**config.mk**
```make
export PLATFORM = sky130hd
export DESIGN_NAME = lsu_mem_access
export DESIGN_NICKNAME = d
export VERILOG_FILES = /design/src/rtl/lsu_mem_access.sv
export SDC_FILE = /design/constraint.sdc
export NUM_CORES = 1
export LEC_CHECK = 0
export CAP_MARGIN = 20
export CORE_ASPECT_RATIO = 1.1
export CORE_MARGIN = 4
export CORE_UTILIZATION = 36
export CTS_CLUSTER_SIZE = 25
export DETAILED_ROUTE_END_ITERATION = 12
export GPL_ROUTABILITY_DRIVEN = 0
export HOLD_SLACK_MARGIN = 0.06
export PLACE_DENSITY = 0.72
export SYNTH_ARGS = -nofsm -noshare
export SYNTH_HDL_FRONTEND = slang
export SYNTH_SLANG_ARGS = --single-unit
```
**constraint.sdc**
```tcl
create_clock -name clk -period 1.65 [get_ports clk]
set_input_delay 0.33 -clock clk [delete_from_list [all_inputs] [get_ports clk]]
set_output_delay 0.33 -clock clk [all_outputs]
set_load 0.01 [all_outputs]
```
**src/rtl/lsu_mem_access.sv**
```systemverilog
// Load/store unit: single outstanding req/ack access to data memory with alignment
// checks, lane steering for stores, load extraction and a no-ack timeout.
module lsu_mem_access #(
    parameter int TIMEOUT = 255
) (
    input  logic        clk,
    input  logic        reset,
    input  logic        start,
    input  logic [5:0]  op,
    input  logic [31:0] daddr,
    input  logic [31:0] sdata,
    input  logic [4:0]  rd_in,
    output logic        busy,
    output logic        mem_req,
    output logic [31:0] mem_addr,
    output logic [3:0]  mem_we,
    output logic [31:0] mem_wdata,
    input  logic        mem_ack,
    input  logic [31:0] mem_rdata,
    output logic        we,
    output logic [4:0]  rd,
    output logic [31:0] wdata,
    output logic        misalign,
    output logic        err
);
    localparam int CW = $clog2(TIMEOUT + 1);

    localparam logic [5:0] OP_LB  = 6'd19;
    localparam logic [5:0] OP_LH  = 6'd20;
    localparam logic [5:0] OP_LW  = 6'd21;
    localparam logic [5:0] OP_LBU = 6'd22;
    localparam logic [5:0] OP_LHU = 6'd23;
    localparam logic [5:0] OP_SB  = 6'd24;
    localparam logic [5:0] OP_SH  = 6'd25;
    localparam logic [5:0] OP_SW  = 6'd26;

    typedef enum logic [2:0] {S_IDLE, S_REQ, S_WB, S_FAULT, S_ERR} state_t;

    state_t         r_state;
    logic [CW-1:0]  r_cnt;
    logic [5:0]     r_op;
    logic [1:0]     r_off;
    logic [29:0]    r_addr;
    logic [3:0]     r_be;
    logic [31:0]    r_mwdata;
    logic [4:0]     r_rd;
    logic [31:0]    r_wdata;

    logic           w_valid_op;
    logic           w_misaligned;

    function automatic logic [3:0] f_byte_en(input logic [5:0] f_op, input logic [1:0] f_off);
        case (f_op)
            OP_SB:   f_byte_en = 4'b0001 << f_off;
            OP_SH:   f_byte_en = f_off[1] ? 4'b1100 : 4'b0011;
            OP_SW:   f_byte_en = 4'b1111;
            default: f_byte_en = 4'b0000;
        endcase
    endfunction

    function automatic logic [31:0] f_store_lanes(input logic [5:0] f_op, input logic [31:0] f_data);
        case (f_op)
            OP_SB:   f_store_lanes = {4{f_data[7:0]}};
            OP_SH:   f_store_lanes = {2{f_data[15:0]}};
            default: f_store_lanes = f_data;
        endcase
    endfunction

    function automatic logic [31:0] f_load_extract(input logic [5:0] f_op, input logic [1:0] f_off,
                                                   input logic [31:0] f_word);
        logic [7:0]  v_byte;
        logic [15:0] v_half;
        case (f_off)
            2'd0:    v_byte = f_word[7:0];
            2'd1:    v_byte = f_word[15:8];
            2'd2:    v_byte = f_word[23:16];
            default: v_byte = f_word[31:24];
        endcase
        v_half = f_off[1] ? f_word[31:16] : f_word[15:0];
        case (f_op)
            OP_LB:   f_load_extract = {{24{v_byte[7]}}, v_byte};
            OP_LBU:  f_load_extract = {24'd0, v_byte};
            OP_LH:   f_load_extract = {{16{v_half[15]}}, v_half};
            OP_LHU:  f_load_extract = {16'd0, v_half};
            default: f_load_extract = f_word;
        endcase
    endfunction

    always_comb begin
        w_valid_op   = (op >= OP_LB) && (op <= OP_SW);
        w_misaligned = 1'b0;
        if ((op == OP_LH) || (op == OP_LHU) || (op == OP_SH))
            w_misaligned = daddr[0];
        else if ((op == OP_LW) || (op == OP_SW))
            w_misaligned = (daddr[1:0] != 2'b00);
    end

    always_ff @(posedge clk) begin
        if (reset) begin
            r_state  <= S_IDLE;
            r_cnt    <= '0;
            r_op     <= '0;
            r_off    <= '0;
            r_addr   <= '0;
            r_be     <= '0;
            r_mwdata <= '0;
            r_rd     <= '0;
            r_wdata  <= '0;
        end else begin
            case (r_state)
                S_IDLE: begin
                    r_cnt <= '0;
                    if (start && w_valid_op) begin
                        r_op     <= op;
                        r_off    <= daddr[1:0];
                        r_addr   <= daddr[31:2];
                        r_be     <= f_byte_en(op, daddr[1:0]);
                        r_mwdata <= f_store_lanes(op, sdata);
                        r_rd     <= rd_in;
                        r_state  <= w_misaligned ? S_FAULT : S_REQ;
                    end
                end
                S_REQ: begin
                    // An ack on the final allowed cycle still completes normally.
                    if (mem_ack) begin
                        r_cnt <= '0;
                        if (r_op <= OP_LHU) begin
                            r_wdata <= f_load_extract(r_op, r_off, mem_rdata);
                            r_state <= S_WB;
                        end else begin
                            r_state <= S_IDLE;
                        end
                    end else if (r_cnt == CW'(TIMEOUT - 1)) begin
                        r_cnt   <= '0;
                        r_state <= S_ERR;
                    end else begin
                        r_cnt <= r_cnt + 1'b1;
                    end
                end
                default: r_state <= S_IDLE;
            endcase
        end
    end

    assign busy      = (r_state != S_IDLE);
    assign mem_req   = (r_state == S_REQ);
    assign mem_addr  = {r_addr, 2'b00};
    assign mem_we    = mem_req ? r_be : 4'b0000;
    assign mem_wdata = r_mwdata;
    assign we        = (r_state == S_WB) && (r_rd != 5'd0);
    assign rd        = r_rd;
    assign wdata     = r_wdata;
    assign misalign  = (r_state == S_FAULT);
    assign err       = (r_state == S_ERR);
endmodule

```
==> flow_summary.json <==
{
  "cpMaxStageDelayCell": "or3_4",
  "cts_inserted_buffers": 17,
  "ys_seq_elements": 122,
  "nets": 1075,
  "first_iter_violations": 319,
  "path_delay_family": "buffers and inverters",
  "stdcell_count": 1167,
  "mostFrequentLayoutCell": "clkdlybuf4s50_1",
  "num_rows": 46,
  "hold_buffers": 0,
  "critPathLaunchType": "flop",
  "drc": 0,
  "rsz0062_at_grt": "yes",
  "fin_skew_ps": 8.24,
  "path_max_fanout": 6,
  "path_class": "reg -> reg",
  "num_vias": 6308,
  "cts.sinks": 122,
  "setup_ws_ps": -279,
  "core_um2": 14600,
  "worstRegToRegCells": 9,
  "dpl.cell_count": 1091,
  "dp_hpwl_mm": 13.6,
  "power.density_nw_per_um2": 738,
  "worstPathRequired_ps": 1990,
  "violations": "setup timing",
  "cts.htree.levels": 4,
  "whs_ps": 322,
  "start_util_pct": 37.1,
  "vdd_drop_max_mv": 0.691,
  "min_period_ps": 1930,
  "clk_latency_ps": 410,
  "final_cell_mix": "clkdlybuf4s50_1 (121), dfxtp_1 (118), nand2_1 (92), buf_4 (72), nor2_1 (59)",
  "overflow": 0,
  "root_buffer": "clkbuf_16",
  "drive_gt1_share_pct": 34.8,
  "syn_area_um2": 5420,
  "ant_nets": 0,
  "avgSynthCellArea_um2": 8.41,
  "dieHeight_um": 137,
  "synthTopCellsByArea": "dfxtp_1 (45%), nand2_1 (9.8%), a21oi_1 (6.1%), mux2i_1 (5.9%), a211oi_1 (5.8%)",
  "leakagePower_nw": 4.90,
  "grt_usage_pct": 26.5,
  "areaGrowthSynthToFinish_pct": 96.9,
  "grt_start_max_net_pins": 52,
  "wl_per_cell_um": 20.2,
  "die_w_um": 125,
  "status": "complete, but fails checks",
  "seq_area_frac_synth_pct": 45.0,
  "fmax_mhz": 518,
  "path_buf_inv": 5,
  "slowest_delay_ps": 380,
  "clock_path_buffers": 2,
  "cpMostUsedCell": "buf_6",
  "vias_per_cell": 5.41,
  "synth_cell_types": 49,
  "hold_path.startpoint": "reset",
  "drtPass1Iterations": 4,
  "setup_violations": 122,
  "critPathArrivalTime_ps": 2270,
  "hold_class": "in -> reg",
  "antenna_cells": 0,
  "yosys.area.top_type": "dfxtp_1",
  "min_to": "r_op[4]$_SDFFE_PP0P_",
  "synth_top_area_share_pct": 45.0,
  "grt_pass1_wl_mm": 35.8,
  "antenna_found_initial": 0,
  "ios": 221,
  "rr_startpoint": "r_state[2]$_SDFFE_PP0P_",
  "wl_mm": 23.6,
  "final_cell_area_um2": 10700,
  "holdPathStages": 2,
  "grt_pass1_vias": 6797,
  "end_kind": "flop",
  "ff2ff_setup_slack_ps": -280,
  "crit_chain": "buf_6 > or3_4 > buf_6 > nor3_4 > buf_6 > buf_12 > buf_6 > o211ai_1 > a21oi_1",
  "max_cap_violations": 0,
  "final_core_util_pct": 73.0,
  "place_ws_ps": -513,
  "cts_tree": "done",
  "yosysWarnings": 0,
  "io_buffers": 218,
  "final_hold_viol_count": 0,
  "period_share_pct": 117,
  "post_dp_cell_area_um2": 8430,
  "slew_violations": 0,
  "die_area_um2": 17100,
  "r2r_end": "mem_wdata[27]$_SDFFE_PP0P_",
  "postSynthCellCount": 645,
  "path_clk_slew_ps": 60
}
-- metrics by stage --
stage | power (mW) | setup TNS, ps
floorplan | 3.47 | -7990
global placement | 4.10 | -45470
detailed placement | 4.11 | -48830
CTS | 7.88 | -19520
global route | 8.14 | -27840
finish | 7.88 | -21270
-- logic make-up after synthesis --
| group | Yosys count | synth area share (%) |
|---|---|---|
| buf+inv | 58 | 4.55 |
| simple gates | 266 | 21.5 |
| mux | 40 | 9.23 |
| xor+xnor | 10 | 1.62 |
| compound gates | 146 | 17.6 |
| fa+ha+maj | 2 | 0.461 |
| other cells | 1 | 0.0692 |
| flops | 122 | 45.0 |
-- worst max-delay path by stage --
| stage | slack, ps | cells past startpoint | start | end |
|---|---|---|---|---|
| after floorplan | -140 | 6 | r_state[1]$_SDFFE_PP0P_ | wdata[22]$_SDFFE_PP0P_ |
| after global placement | -430 | 9 | op[4] | r_addr[2]$_SDFFE_PP0P_ |
| after detailed placement | -510 | 9 | op[4] | r_addr[11]$_SDFFE_PP0P_ |
| after CTS | -310 | 4 | rd[1]$_SDFFE_PP0P_ | we |
| after global routing | -340 | 9 | r_state[2]$_SDFFE_PP0P_ | mem_wdata[27]$_SDFFE_PP0P_ |
| final | -280 | 9 | r_state[2]$_SDFFE_PP0P_ | mem_wdata[27]$_SDFFE_PP0P_ |
-- report_power, final --
group	switching, mW	total [mW]	internal [mW]
clock network	1.32	3.54	2.22
logic	0.569	1.27	0.696
registers	0.0528	3.07	3.02
total	1.94	7.88	5.94
-- Yosys cell counts (all sizes together) --
cell type  count
a21oi         67
and3           5
nor2b          4
dfxtp        122
a311oi         1
o211ai        13
nand4b         1
nor4           1
xor2           5
or4            1
conb           1
nand2b         3
nand3b         1
xnor2          5
clkbuf        32
or3            3
nor3          12
nand4          3
a211oi        42
nor2          74
and3b          1
nor4bb         1
mux2i         32
a22oi          1
nand3          4
inv            6
and4           1
buf           20
o21ai          4
a21boi         1
nor4b          2
nor3b          5
mux4           8
a31o           1
nand2        142
or3b           1
o311a          1
a221oi        15
and2           1
ha             2
-- registers in the layout, indices dropped and copies added (netlist names) --
register	count
r_off	2
r_op	6
rd	5
r_state	3
wdata	32
r_addr	30
r_be	4
r_cnt	8
mem_wdata	32
-- worst reg2reg max path, delay by kind of cell, from the launching register on --
family	cells	cell delay, ps
compound gates	2	260
simple gates	2	630
buf+inv	5	660
flops	1	320
-- layer usage --
layer | share of wire [%] | GRT usage, %
met3 | 8.8 | 8.82
met4 | 3.8 | 11.4
met5 | 0 | 0
met2 | 51 | 48.3
met1 | 36 | 28.1
-- area by class of cell --
class	instances	area, um^2
timing repair buffer	349	3830
multi-input combinational	466	3580
tap	192	240
fill	1023	3940
inverter	6	22.5
sequential	122	2450
clock inverter	7	65.1
clock buffer	25	495
-- repair_timing --
item / in CTS / in global routing
buffers inserted: 29 / 8
pin swaps: 103 / 40
cloned: 23 / 0
gates resized for setup: 300 / 106
setup endpoints to repair: 146 / 170
Power figures use the tool's default switching activity.
==> edit 1, RTL diff (same settings) <==
Re-encode `state_t` (5 states) as one-hot, 5 bits wide.
--- a/src/rtl/lsu_mem_access.sv
+++ b/src/rtl/lsu_mem_access.sv
@@ -34,7 +34,7 @@
     localparam logic [5:0] OP_SH  = 6'd25;
     localparam logic [5:0] OP_SW  = 6'd26;
 
-    typedef enum logic [2:0] {S_IDLE, S_REQ, S_WB, S_FAULT, S_ERR} state_t;
+    typedef enum logic [4:0] {S_IDLE = 5'b00001, S_REQ = 5'b00010, S_WB = 5'b00100, S_FAULT = 5'b01000, S_ERR = 5'b10000} state_t;
 
     state_t         r_state;
     logic [CW-1:0]  r_cnt;
Formal check against the unedited RTL: same outputs for any inputs over 4 cycles, from zero or initial values and one cycle with reset high; so few cycles prove little.
==> edit 1 against the original RTL <==
The flow still finishes with violations (setup timing); total power grew 7.4%; clock skew grew 0.0031 ns; final area grew 9.2%; worst setup slack lost 0.11 ns; non-clock buffer count grew 1; die area grew 5.4%; routed wire length grew 14%; sequential cell count grew 2; synthesized area grew 5.7%.
==> edit 1: results (changes against the original RTL) <==
outcome=finished with violations; failing checks=setup timing; Peak supply drop=0.729 mV (+5.4%); vias in the first global route=6821 (+0.35%); r2r worst-path depth=8 (-1); final core occ=74.4% (+1.3 points); Layout Skew=0.0114 ns (+0.00313 ns); Compound-Gate Fraction of Synth Area=24.3% (+6.7 points); pin count of the biggest net entering global routing=46 (-12%); Leakage=0.00493 uW (+0.62%); share of cells above drive strength 1=43.5% (+8.7 points); post-place setup slack=-0.474 ns (+0.0387 ns); first-pass GRT wire length=37.3 mm (+4.1%); multiplexer share of the synthesized area=6.70% (-2.5 points); dpl cell area=8870 um2 (+5.3%); Post-Synth Adder-Cell Area=0.436% (-0.025 points); XOR/XNOR share of the synthesized area=1.68% (+0.065 points); GRT Util Overall=26.0% (-0.47 points); Worst Setup Slack, final=-0.388 ns (-0.108 ns); CP arrival=1.71 ns (-0.56 ns); Iteration-0 DRC Markers=447 (+40%); synth unique cells=51 (+4.1%); sequential area share after synthesis=43.3% (-1.7 points); ys async rst share=0% (unchanged); Root Buffer=clkbuf_16; total number of vias=6918 (+9.7%); setup violators final=134 (+9.8%); largest cells by area after synthesis=dfxtp_1, a21oi_1, o21ai_0; antenna violations before repair=1 (+1); router iterations before antenna repair=7 (+3); CP Max Fanout=3 (-3); Filler Cell Count=990 (-3.2%); dpl hpwl=14.5 mm (+7.1%); routed length per instance=22.6 um (+12%); final-stage net count=1086 (+1.0%); Clock Tree Buf Depth=2 (unchanged); most frequent cells after synthesis=dfxtp_1, a21oi_1, o21ai_0
[edit 1: changes by cell type after synthesis, moves of 5 or more]
cell	delta
a21oi_1	+18
a221oi_1	-8
a22oi_1	+7
a311oi_1	+9
and3_1	+8
buf_2	-5
clkbuf_1	+21
mux2i_1	-15
nand2_1	-102
nand3_1	+58
nor2_1	-35
o2111ai_1	+12
o211ai_1	-12
o21ai_0	+59
[edit 1: layout make-up]
cell class	instances	area share (%)
clock buffer	25	4.25
timing repair buffer	350	32.9
inverter	7	0.247
multi-input combinational	473	38.3
antenna	1	0.0215
tap	200	2.15
clock inverter	6	0.719
sequential	124	21.5
[edit 1: path summary, 6_finish.rpt]
| path | endpoint | startpoint | slack, ns |
|---|---|---|---|
| worst max-delay path | busy | r_state[4] | -0.39 |
| worst min-delay path | r_addr[25] | reset | 0.40 |
| worst max register to register | r_op[0] | r_state[4] | -0.31 |
| worst min register to register | mem_wdata[30] | mem_wdata[30] | 0.46 |
[edit 1: per-stage QoR]
| stage | std cells | hold WS [ns] | power, uW | TNS, ns |
|---|---|---|---|---|
| 6_report | 1186 | 0.397 | 8470 | -28.53 |
| 5_1_grt | 1186 | 0.407 | 8680 | -36.62 |
| 4_1_cts | 1183 | 0.333 | 8270 | -25.52 |
| 3_5_place_dp | 1113 | 0.466 | 4220 | -46.76 |
| 3_3_place_gp | 1113 | 0.460 | 4210 | -42.78 |
| 2_1_floorplan | 671 | 0.451 | 3580 | -12.47 |
[edit 1: timing repair]
| item | in CTS | in global routing |
|---|---|---|
| hold endpoints to repair | 0 | 0 |
| pin swaps | 101 | 93 |
| cloned | 16 | 4 |
| resized for setup | 285 | 232 |
| setup buffers | 25 | 12 |
| endpoints found under the setup margin | 165 | 169 |
[edit 1: report_power, final]
part	switching [uW]	internal [uW]	total, uW
Clock	1400	2370	3770
Sequential	45.1	3050	3090
Combinational	790	811	1600
[edit 1: kinds of logic (layout without fill, tap and decap cells)]
group                    count (synthesis)  count (layout)
other                                    1               3
AO/OA/AOI/OAI                          229             229
AND/OR/NAND/NOR                        201             201
XOR/XNOR                                11              11
multiplexers                            28              28
adder cells (fa/ha/maj)                  2               2
buffers and inverters                   74             388
flip-flops                             124             124
[edit 1: worst max-delay path: stages, from the launching register on]
cell and delay [ns]:
dfxtp_4 0.35, or3_4 0.40, nor3b_4 0.22, buf_4 0.15, inv_4 0.05, buf_6 0.11
[edit 1: per-layer routing]
layer	part of all wire, %	up-vias	track usage [%]
li1	-	3119	-
met1	39	3426	31.6
met2	51	300	43.8
met3	6.7	73	7.13
met4	3.3	0	9.83
met5	0	-	0
==> edit 2, RTL diff (same flow settings) <==
Made on the original files. The parameter `TIMEOUT` goes from 255 to 510.
--- a/src/rtl/lsu_mem_access.sv
+++ b/src/rtl/lsu_mem_access.sv
@@ -1,7 +1,7 @@
 // Load/store unit: single outstanding req/ack access to data memory with alignment
 // checks, lane steering for stores, load extraction and a no-ack timeout.
 module lsu_mem_access #(
-    parameter int TIMEOUT = 255
+    parameter int TIMEOUT = 510
 ) (
     input  logic        clk,
     input  logic        reset,
Behaviour: same outputs for any inputs over 4 cycles, from zero or initial values and one cycle with reset high; that may be too few to reach the edited logic, so the function may still have changed.
==> edit 2 against the original RTL <==
The flow still finishes with violations (setup timing); synthesized cell count is 1.4% higher; total power hardly changed; fmax is 0.67% lower; clock skew is 0.0021 ns lower; routed wire length is 0.19% lower; sequential cell count is 1 higher; critical path depth is 1 lower; synthesized area is 3.3% higher; final area is 2.4% higher; die area is 3.1% higher; worst setup slack worse by 0.013 ns.
==> edit 2: results (changes against the original RTL) <==
hold_sp=mem_rdata[31]; clock-cell share of area=5.16% (-0.087 points); Filler Cell Count=1047 (+2.3%); hold-critical path endpoint=wdata[31]; Inverters=4 (-2); Peak supply drop=0.619 mV (-10%); sequential area share after synthesis=44.0% (-1.1 points); reg2reg end=r_addr[5]; failing checks=setup timing; setup violators final=116 (-4.9%); Worst Setup Slack, final=-0.292 ns (-0.0130 ns); outcome=finished with violations; Syn Inst Count=654 (+1.4%); switching share of power=26.0% (+1.3 points); Placed Cells=1122 (+2.8%); hold path cells=3 (+1); # clk buffers=18 (-28%); router iterations before antenna repair=5 (+1); final WL=23.5 mm (-0.19%); Area Overhead vs Synth=95.2%; FF-to-FF Start=r_state[0]; CP delay by family, top=simple AND/OR/NAND/NOR gates; Non-clk bufs=371 (+6.3%); comb_multi_in=476 (+2.1%); CP Max Fanout=8 (+2); worst hold slack=0.412 ns (+0.0901 ns); CP arrival=2.24 ns (-0.03 ns); GRT Util Overall=24.5% (-2.0 points)
-- edit 2: cell count changes in the layout (fill, tap and decap cells not counted), sizes merged, moves of 3 or more --
cell / change
clkinv: +3
and2: +5
dlygate4sd2: +18
clkinvlp: +4
buf: +21
clkdlybuf4s50: -11
and3: -3
clkbuf: -6
dlymetal6s2s: -7
-- edit 2: timing repair --
item / CTS / global route
endpoints found under the setup margin: 171 / 156
gates cloned: 15 / 1
pin swaps: 77 / 46
buffers inserted: 29 / 19
resized for setup: 260 / 162
-- edit 2: power groups by stage --
stage | Sequential (uW) | Clock [uW] | Combinational (uW)
2_1_floorplan | 3170 | 0 | 337
3_3_place_gp | 3140 | 0 | 996
3_5_place_dp | 3140 | 0 | 1000
4_1_cts | 3080 | 3590 | 1170
5_1_grt | 3100 | 3740 | 1320
6_report | 3090 | 3540 | 1250
-- edit 2: how the worst max path moves through the flow --
stage	start	endpoint	slack [ns]	cells past startpoint
after floorplan	r_off[1]	wdata[22]	-0.03	7
after global placement	mem_rdata[31]	wdata[13]	-0.55	7
after detailed placement	mem_rdata[31]	wdata[13]	-0.56	7
after CTS	rd[1]	we	-0.35	4
after global routing	rd[4]	we	-0.33	4
final	r_state[0]	r_addr[5]	-0.29	8
-- edit 2: cells by family (layout without fill, tap and decap cells) --
family / after synthesis / in the layout / share of synthesized area (%)
buffers and inverters: 56 / 407 / 5.70
adders and majority gates: 2 / 2 / 0.447
other: 1 / 2 / 0.0670
muxes: 40 / 40 / 8.94
and+or+nand+nor: 271 / 271 / 21.6
xor gates and xnor gates: 11 / 11 / 1.72
AOI/OAI and AO/OA: 150 / 150 / 17.5
DFF: 123 / 123 / 44.0
-- edit 2: tightest hold or removal path: stages --
cell and delay (ns):
dlygate4sd2_1 0.29, nand2_1 0.09, a211oi_2 0.06
